### src/rtl/seq_unit_pkg.sv
// Shared opcode encoding and FSM state type for the sequential multiply/shift unit.
package seq_unit_pkg;

    localparam logic [2:0] OP_MUL = 3'b000;
    localparam logic [2:0] OP_SLL = 3'b001;
    localparam logic [2:0] OP_SRL = 3'b010;
    localparam logic [2:0] OP_SRA = 3'b011;
    localparam logic [2:0] OP_ROR = 3'b100;

    typedef enum logic [1:0] {
        IDLE = 2'd0,
        RUN  = 2'd1,
        FIN  = 2'd2
    } state_t;

endpackage

### src/rtl/shift_step.sv
// Combinational single-bit step of the working register for SLL/SRL/SRA/ROR.
module shift_step
    import seq_unit_pkg::*;
#(
    parameter int WIDTH = 8
) (
    input  logic [WIDTH-1:0] value,
    input  logic [2:0]       op,
    input  logic             sign_bit,
    output logic [WIDTH-1:0] stepped
);

    always_comb begin
        // NOTE: every always_comb output gets a default first so no path infers a latch.
        stepped = value;
        case (op)
            OP_SLL:  stepped = {value[WIDTH-2:0], 1'b0};
            OP_SRL:  stepped = {1'b0, value[WIDTH-1:1]};
            OP_SRA:  stepped = {sign_bit, value[WIDTH-1:1]};
            OP_ROR:  stepped = {value[0], value[WIDTH-1:1]};
            default: stepped = value;
        endcase
    end

endmodule

### src/rtl/seq_mul_shift_unit.sv
// Multi-cycle unsigned shift-add multiplier and bit-serial shifter with START/BUSY/DONE handshake.
module seq_mul_shift_unit
    import seq_unit_pkg::*;
#(
    parameter int WIDTH   = 8,
    parameter int SHAMT_W = $clog2(WIDTH)
) (
    input  logic             CLK,
    input  logic             RESET,
    input  logic             START,
    input  logic [2:0]       OP,
    input  logic [WIDTH-1:0] DATA1,
    input  logic [WIDTH-1:0] DATA2,
    output logic             BUSY,
    output logic             DONE,
    output logic [WIDTH-1:0] RESULT,
    output logic [WIDTH-1:0] RESULT_HI
);

    localparam int CNT_W = SHAMT_W + 1;

    state_t             state_q, state_d;
    logic [CNT_W-1:0]   cnt_q, cnt_d, load_cnt;
    logic [2:0]         op_q, op_d;
    logic [WIDTH-1:0]   mcand_q, mcand_d;
    logic [WIDTH-1:0]   work_q, work_d, stepped;
    logic [2*WIDTH-1:0] acc_q, acc_d;
    logic               sign_q, sign_d;
    logic [WIDTH:0]     sum;
    logic [WIDTH-1:0]   result_q, result_d, result_hi_q, result_hi_d;
    logic               busy_q, busy_d, done_q, done_d;

    shift_step #(.WIDTH(WIDTH)) u_shift_step (
        .value    (work_q),
        .op       (op_q),
        .sign_bit (sign_q),
        .stepped  (stepped)
    );

    // Multiplier lives in the low half of the accumulator and is consumed from bit 0.
    assign sum = {1'b0, acc_q[2*WIDTH-1:WIDTH]} + ({1'b0, mcand_q} & {(WIDTH+1){acc_q[0]}});

    always_comb begin
        state_d     = state_q;
        cnt_d       = cnt_q;
        op_d        = op_q;
        mcand_d     = mcand_q;
        work_d      = work_q;
        acc_d       = acc_q;
        sign_d      = sign_q;
        result_d    = result_q;
        result_hi_d = result_hi_q;
        load_cnt    = '0;
        case (state_q)
            IDLE: begin
                if (START) begin
                    op_d    = OP;
                    mcand_d = DATA1;
                    work_d  = DATA1;
                    sign_d  = DATA1[WIDTH-1];
                    acc_d   = {{WIDTH{1'b0}}, DATA2};
                    case (OP)
                        OP_MUL:                         load_cnt = CNT_W'(WIDTH);
                        OP_SLL, OP_SRL, OP_SRA, OP_ROR: load_cnt = {1'b0, DATA2[SHAMT_W-1:0]};
                        default:                        load_cnt = '0;
                    endcase
                    cnt_d = load_cnt;
                    if (load_cnt == '0) begin
                        state_d     = FIN;
                        result_d    = DATA1;
                        result_hi_d = '0;
                    end else begin
                        state_d = RUN;
                    end
                end
            end
            RUN: begin
                if (op_q == OP_MUL) begin
                    acc_d = {sum, acc_q[WIDTH-1:1]};
                end else begin
                    work_d = stepped;
                end
                cnt_d = cnt_q - CNT_W'(1);
                if (cnt_q == CNT_W'(1)) begin
                    state_d = FIN;
                    if (op_q == OP_MUL) begin
                        {result_hi_d, result_d} = acc_d;
                    end else begin
                        result_d    = stepped;
                        result_hi_d = '0;
                    end
                end
            end
            FIN:     state_d = IDLE;
            default: state_d = IDLE;
        endcase
        busy_d = (state_d != IDLE);
        done_d = (state_d == FIN);
    end

    always_ff @(posedge CLK or posedge RESET) begin
        if (RESET) begin
            state_q     <= IDLE;
            cnt_q       <= '0;
            op_q        <= '0;
            mcand_q     <= '0;
            work_q      <= '0;
            acc_q       <= '0;
            sign_q      <= 1'b0;
            result_q    <= '0;
            result_hi_q <= '0;
            busy_q      <= 1'b0;
            done_q      <= 1'b0;
        end else begin
            state_q     <= state_d;
            cnt_q       <= cnt_d;
            op_q        <= op_d;
            mcand_q     <= mcand_d;
            work_q      <= work_d;
            acc_q       <= acc_d;
            sign_q      <= sign_d;
            result_q    <= result_d;
            result_hi_q <= result_hi_d;
            busy_q      <= busy_d;
            done_q      <= done_d;
        end
    end

    assign BUSY      = busy_q;
    assign DONE      = done_q;
    assign RESULT    = result_q;
    assign RESULT_HI = result_hi_q;

endmodule

### config.mk
export PLATFORM = sky130hd
export DESIGN_NAME = seq_mul_shift_unit
export DESIGN_NICKNAME = d
export VERILOG_FILES = /design/src/rtl/seq_unit_pkg.sv /design/src/rtl/shift_step.sv /design/src/rtl/seq_mul_shift_unit.sv
export SDC_FILE = /design/constraint.sdc
export NUM_CORES = 1
export LEC_CHECK = 0
export ABC_AREA = 1
export BUFFER_PORTS_ARGS = -buffer_cell sky130_fd_sc_hd__clkbuf_2
export CORE_MARGIN = 2
export CORE_UTILIZATION = 41
export DETAILED_ROUTE_END_ITERATION = 6
export HOLD_SLACK_MARGIN = 0.12
export PLACE_DENSITY = 0.6
export SETUP_SLACK_MARGIN = 0.1
export SKIP_CTS_REPAIR_TIMING = 1
export SYNTH_ARGS = -nofsm -noshare
export SYNTH_HDL_FRONTEND = slang
export SYNTH_HIERARCHICAL = 1
export SYNTH_SLANG_ARGS = --single-unit
### constraint.sdc
create_clock -name CLK -period 2.54 [get_ports CLK]
set_clock_uncertainty 0.15 [all_clocks]
set_input_delay 0.127 -clock CLK [delete_from_list [all_inputs] [get_ports CLK]]
set_output_delay 0.127 -clock CLK [all_outputs]
set_load 0.03 [all_outputs]
Yosys cells after proc, flatten, opt, wreduce, memory -nomap -nowiden --
Index checks and enable logic that the tools add are counted.
Word-level totals: bits of input ports 22, register bits 60, logic and storage cells 66
Operators by class: bitwise operators 1, mux-type cells 26, reductions and logical operators 11, $add $sub $neg 2, equal/unequal tests 15
Operators with widths (number):
- $mux W8 | 10
- $pmux W8 S2 | 3
- $mux W16 | 2
- $pmux W16 S2 | 1
- $pmux W8 S4 | 1
- $pmux W4 S2 | 2
- $eq A3 B2 Y1 const B | 4
- $mux W4 | 3
- $add A8 B9 Y9 | 1
- $and A8 B9 Y9 | 1
- $ne A2 B2 Y1 const B | 4
- $eq A3 B1 Y1 const B | 2
- $eq A3 B3 Y1 const B | 2
- $logic_not A3 Y1 | 2
- $mux W2 | 3
- $eq A4 B1 Y1 const B | 1
- $logic_not A4 Y1 | 1
- $pmux W2 S2 | 1
- $reduce_and A2 Y1 | 2
- $reduce_and A4 Y1 | 1
- $reduce_bool A2 Y1 | 2
- $reduce_or A4 Y1 | 1
- $sub A4 B1 Y4 const B | 1
- $reduce_and A3 Y1 | 1
- other kinds (3) | 3

Logic depth before layout (Yosys ltp) --
depth after elaboration 10, mapped depth 13, gate-level depth less buffers 12

Cells and area by module --
Netlist, hierarchy kept.
Modules (own cells, without submodules):
- seq_mul_shift_unit | times used 1, area each 3138.0 µm², cells an instance 386, seq. area each 1476.4 µm²
- shift_step | times used 1, area each 426.7 µm², cells an instance 84, seq. area each 0.0 µm²

Worst setup path after synthesis --
Ideal clock, no wire load.
path kind register to register, start point register acc_q[0], end point register result_hi_q[3] (netlist: RESULT_HI[3]), slack 576 ps, cell stages (with the launch flop) 13, library setup time 117 ps, data required time 2273 ps, arrival time 1697 ps, cells stage by stage dfrtp_1 > clkbuf_1 > nand2_1 > inv_1 > ha_1 > fa_1 > nand2_1 > nand2_1 > nand2_1 > xor2_1 > nor2_1 > nand2_1 > nand2_1
On the way: longest elaborated chain between the ends 6
Ends and longest elaborated chain:
- from (decl) | line seq_mul_shift_unit.sv:27 | logic [2*WIDTH-1:0] acc_q, acc_d;
- from (signal assigned) | line seq_mul_shift_unit.sv:108 | acc_q <= '0;
- from (signal assigned) | line seq_mul_shift_unit.sv:120 | acc_q <= acc_d;
- $and A8 B9 Y9 | line seq_mul_shift_unit.sv:41 | assign sum = {1'b0, acc_q[2*WIDTH-1:WIDTH]} + ({1'b0, mcand_q} & {(WIDTH+1){acc_q[0]}});
- $add A8 B9 Y9 | line seq_mul_shift_unit.sv:41
- $mux W16 | line seq_mul_shift_unit.sv:78 | if (op_q == OP_MUL) begin
- $mux W8 | line seq_mul_shift_unit.sv:86 | if (op_q == OP_MUL) begin
- $mux W8 | line seq_mul_shift_unit.sv:84 | if (cnt_q == CNT_W'(1)) begin
- $pmux W8 S2 | line seq_mul_shift_unit.sv:54 | case (state_q)
- to (signal assigned) | line seq_mul_shift_unit.sv:123 | result_hi_q <= result_hi_d;
- to (decl) | line seq_mul_shift_unit.sv:30 | logic [WIDTH-1:0] result_q, result_d, result_hi_q, result_hi_d;
Every way passes these cells. The select of a mux whose other input is x is not followed. A chain may end at the register's enable or synchronous reset.

Worst setup path after layout --
Ends and elaborated chain as after synthesis.

==> results.sh <==
export IMPL_n_fill_cell=878
export IMPL_reg2reg_setup_slack_ns=0.45
export IMPL_critPathSlowestCell="dfrtp_1"
export IMPL_layout_drive_gt1_share=0.176
export IMPL_clk_pin_slew_ns=0.07
export IMPL_synth_top_flop_cell="dfrtp_1"
export IMPL_grt_pass1_vias=3190
export IMPL_layout_nets=562
export IMPL_grt_overflow_total=0
export IMPL_htree_levels=3
export IMPL_synthTopCellsByArea="dfrtp_1, nand2_1, nand3_1"
export IMPL_p_per_area_mw_per_mm2=1280
export IMPL_clock_latency_ns=0.34
export IMPL_grt_pass1_wl_um=15200
export IMPL_ys_seq_elements=59
export IMPL_critPathCaptureType="register"
export IMPL_syn_area_mm2=0.00356
export IMPL_drt_pass1_iter_count=5
export IMPL_core_area_mm2=0.00859
export IMPL_ys_types=34
export IMPL_worst_slack_ns=0.454
export IMPL_cpMostUsedCell="nand2_1"
export IMPL_antenna_left=0
export IMPL_port_buffers=39
export IMPL_synthArstFlopShare=1.00
export IMPL_clock_sinks=59
export IMPL_n_antenna_cell=0
export IMPL_cts_buffers=9
export IMPL_critPathMaxFanout=9
export IMPL_whs_path_depth=5
export IMPL_vdd_drop_max_mv=0.668
export IMPL_netlist_instances=470
export IMPL_drv_cap=0
export IMPL_synth_top_area_frac=0.414
export IMPL_gp_congestion=0.866
export IMPL_critical_path_class="register to register"
export IMPL_cts_root_buf="clkbuf_8"
export IMPL_antenna_found_initial=0
export IMPL_p_leak_uw=0.00229
export IMPL_max_freq_mhz=479
export IMPL_crit_arrival_ns=2.17
export IMPL_slew_headroom=0.485
export IMPL_routed_via_density=5.18
export IMPL_fin_setup_tns_ns=0
export IMPL_worstHoldStart="START"
export IMPL_multiInputGateArea_mm2=0.00180
export IMPL_hold_path_class="input port to register"
export IMPL_start_util=0.415
export IMPL_period_minus_slack_ns=2.09
export IMPL_drc_errors=0
export IMPL_r2r_end="RESULT_HI[3]"
export IMPL_clockBufferDepth=2
export IMPL_finalSetupViolCount=0
export IMPL_worstPathRequired_ns=2.62
export IMPL_grtUsageTotal=0.197
export IMPL_finalCritPeriodShare=0.821
export IMPL_drtIter0Drc=249
export IMPL_final_max_slew_violation_count=0
export IMPL_outcome="finished, final reports clean"
export IMPL_die_area_mm2=0.00946
export IMPL_syn_num_nets=503
export IMPL_pin_count=40
export IMPL_wire_per_inst_um=13.9
export IMPL_crit_end="RESULT_HI[3]"
export IMPL_crit_chain="nand2_1 > inv_1 > ha_1 > fa_1 > nand2_1 > nand2_1 > nand2_1 > xor2_1 > nor2_1 > nand2_1 > nand2_1"
export IMPL_grt_max_degree=60
export IMPL_area_growth_pct=18.6
export IMPL_rows=34
export IMPL_synth_edf_count=0
export IMPL_dieWidth_um=97.2
export IMPL_worst_pin_slew_ns=0.772
export IMPL_seqCellArea_mm2=0.00148
export IMPL_hold_violations=0
export IMPL_dp_hpwl_um=6350
export IMPL_synth_top_cell_by_area="dfrtp_1"
export IMPL_ys_seq_area_frac=0.414
export IMPL_reg2reg_from="acc_q[0]"
export IMPL_synth_most_common_cell="nand2_1"
export IMPL_total_power_uw=5400
export IMPL_vias=3319
export IMPL_synth_commonest_cells="nand2_1, dfrtp_1, nand3_1, inv_1, nor2_1"
export IMPL_avgSynthCellArea_um2=7.58
export IMPL_crit_path_max_incr_delay_ns=0.47
export IMPL_yosysWarnings=6
export IMPL_rsz0062_at_grt="no"
export IMPL_rr_worst_depth=11
export IMPL_place_worst_setup_slack_ns=0.461
export IMPL_die_h_um=97.2
export IMPL_critPathLaunchType="register"
export IMPL_totalWireLength_um=8920
export IMPL_tritoncts="yes"
export IMPL_crit_path_start="acc_q[0]"
==> sequential cells by signal, indices dropped and copies added, names as in the netlist <==
register	cells
RESULT_HI	8
work_q	8
RESULT	8
DONE	1
mcand_q	7
sign_q	1
state_q	2
cnt_q	4
acc_q	16
BUSY	1
op_q	3
==> report_power, final <==
group,leakage (uW),internal [uW],switching [uW]
Sequential,0.000744,1350,392
Combinational,0.00144,953,1850
Clock,0.0000995,501,359
==> worst min path at each step <==
stage	end	slack, ns
after CTS	cnt_q[2]	-0.14
after floorplan	mcand_q[0]	0.09
after detailed placement	RESULT[1]	0.23
after global placement	cnt_q[1]	0.22
final	sign_q	0.08
after global routing	sign_q	0.12
==> metal layers <==
layer  global-route usage  vias up  share of wire
met5                    0        -              0
met4               0.0716        0          0.021
met3               0.0453       18          0.063
met2                0.317      111           0.46
met1                0.262     1530           0.45
li1                     -     1660              -
==> worst max-delay path: cells and delay by family (launching register included) <==
family / cells / cell delay (ns)
DFF: 1 / 0.47
buffers and inverters: 1 / 0.04
adders and majority gates: 2 / 0.62
xor gates and xnor gates: 1 / 0.18
and+or+nand+nor: 7 / 0.52
==> metrics by stage <==
stage	instances	area (um^2)	hold WS, ns	util
2_1_floorplan	470	3560	0.0866	-
3_3_place_gp	602	3790	0.223	0.441
3_5_place_dp	602	3790	0.226	0.441
4_1_cts	617	3990	-0.137	0.464
5_1_grt	641	4230	0.122	0.492
6_report	641	4230	0.0792	0.492
==> placed cells by master, fill, tap and decap left out, types with 2 or more instances in the layout <==
cell type	n
nand2_1	162
dfrtp_1	59
nand3_1	52
clkbuf_2	39
nor2_1	30
inv_1	29
dlygate4sd3_1	24
nand4_1	20
o21ai_0	13
nand2_2	12
clkbuf_8	11
a21oi_1	10
ha_1	10
a31oi_1	9
a22o_1	8
inv_2	7
nor2_2	6
buf_4	6
xor2_1	4
nor2_4	3
or2_2	2
o211ai_1	2
clkbuf_1	2
==> final cells by class <==
type,instances,share of cell area
multi-input combinational,353,0.426
timing repair buffer,69,0.114
clock inverter,2,0.00829
clock buffer,13,0.0376
inverter,37,0.0335
tap,108,0.0320
sequential,59,0.349
==> cell families (layout without fill, tap and decap cells) <==
kind of cell | count (synthesis) | in the layout | share of synthesized area
AO/OA/AOI/OAI | 46 | 46 | 0.0804
XOR/XNOR | 4 | 4 | 0.00983
adder cells (fa/ha/maj) | 11 | 11 | 0.0407
buffers and inverters | 58 | 121 | 0.0811
flip-flops | 59 | 59 | 0.414
AND/OR/NAND/NOR | 292 | 292 | 0.374
(Power assumes the default switching activity.)
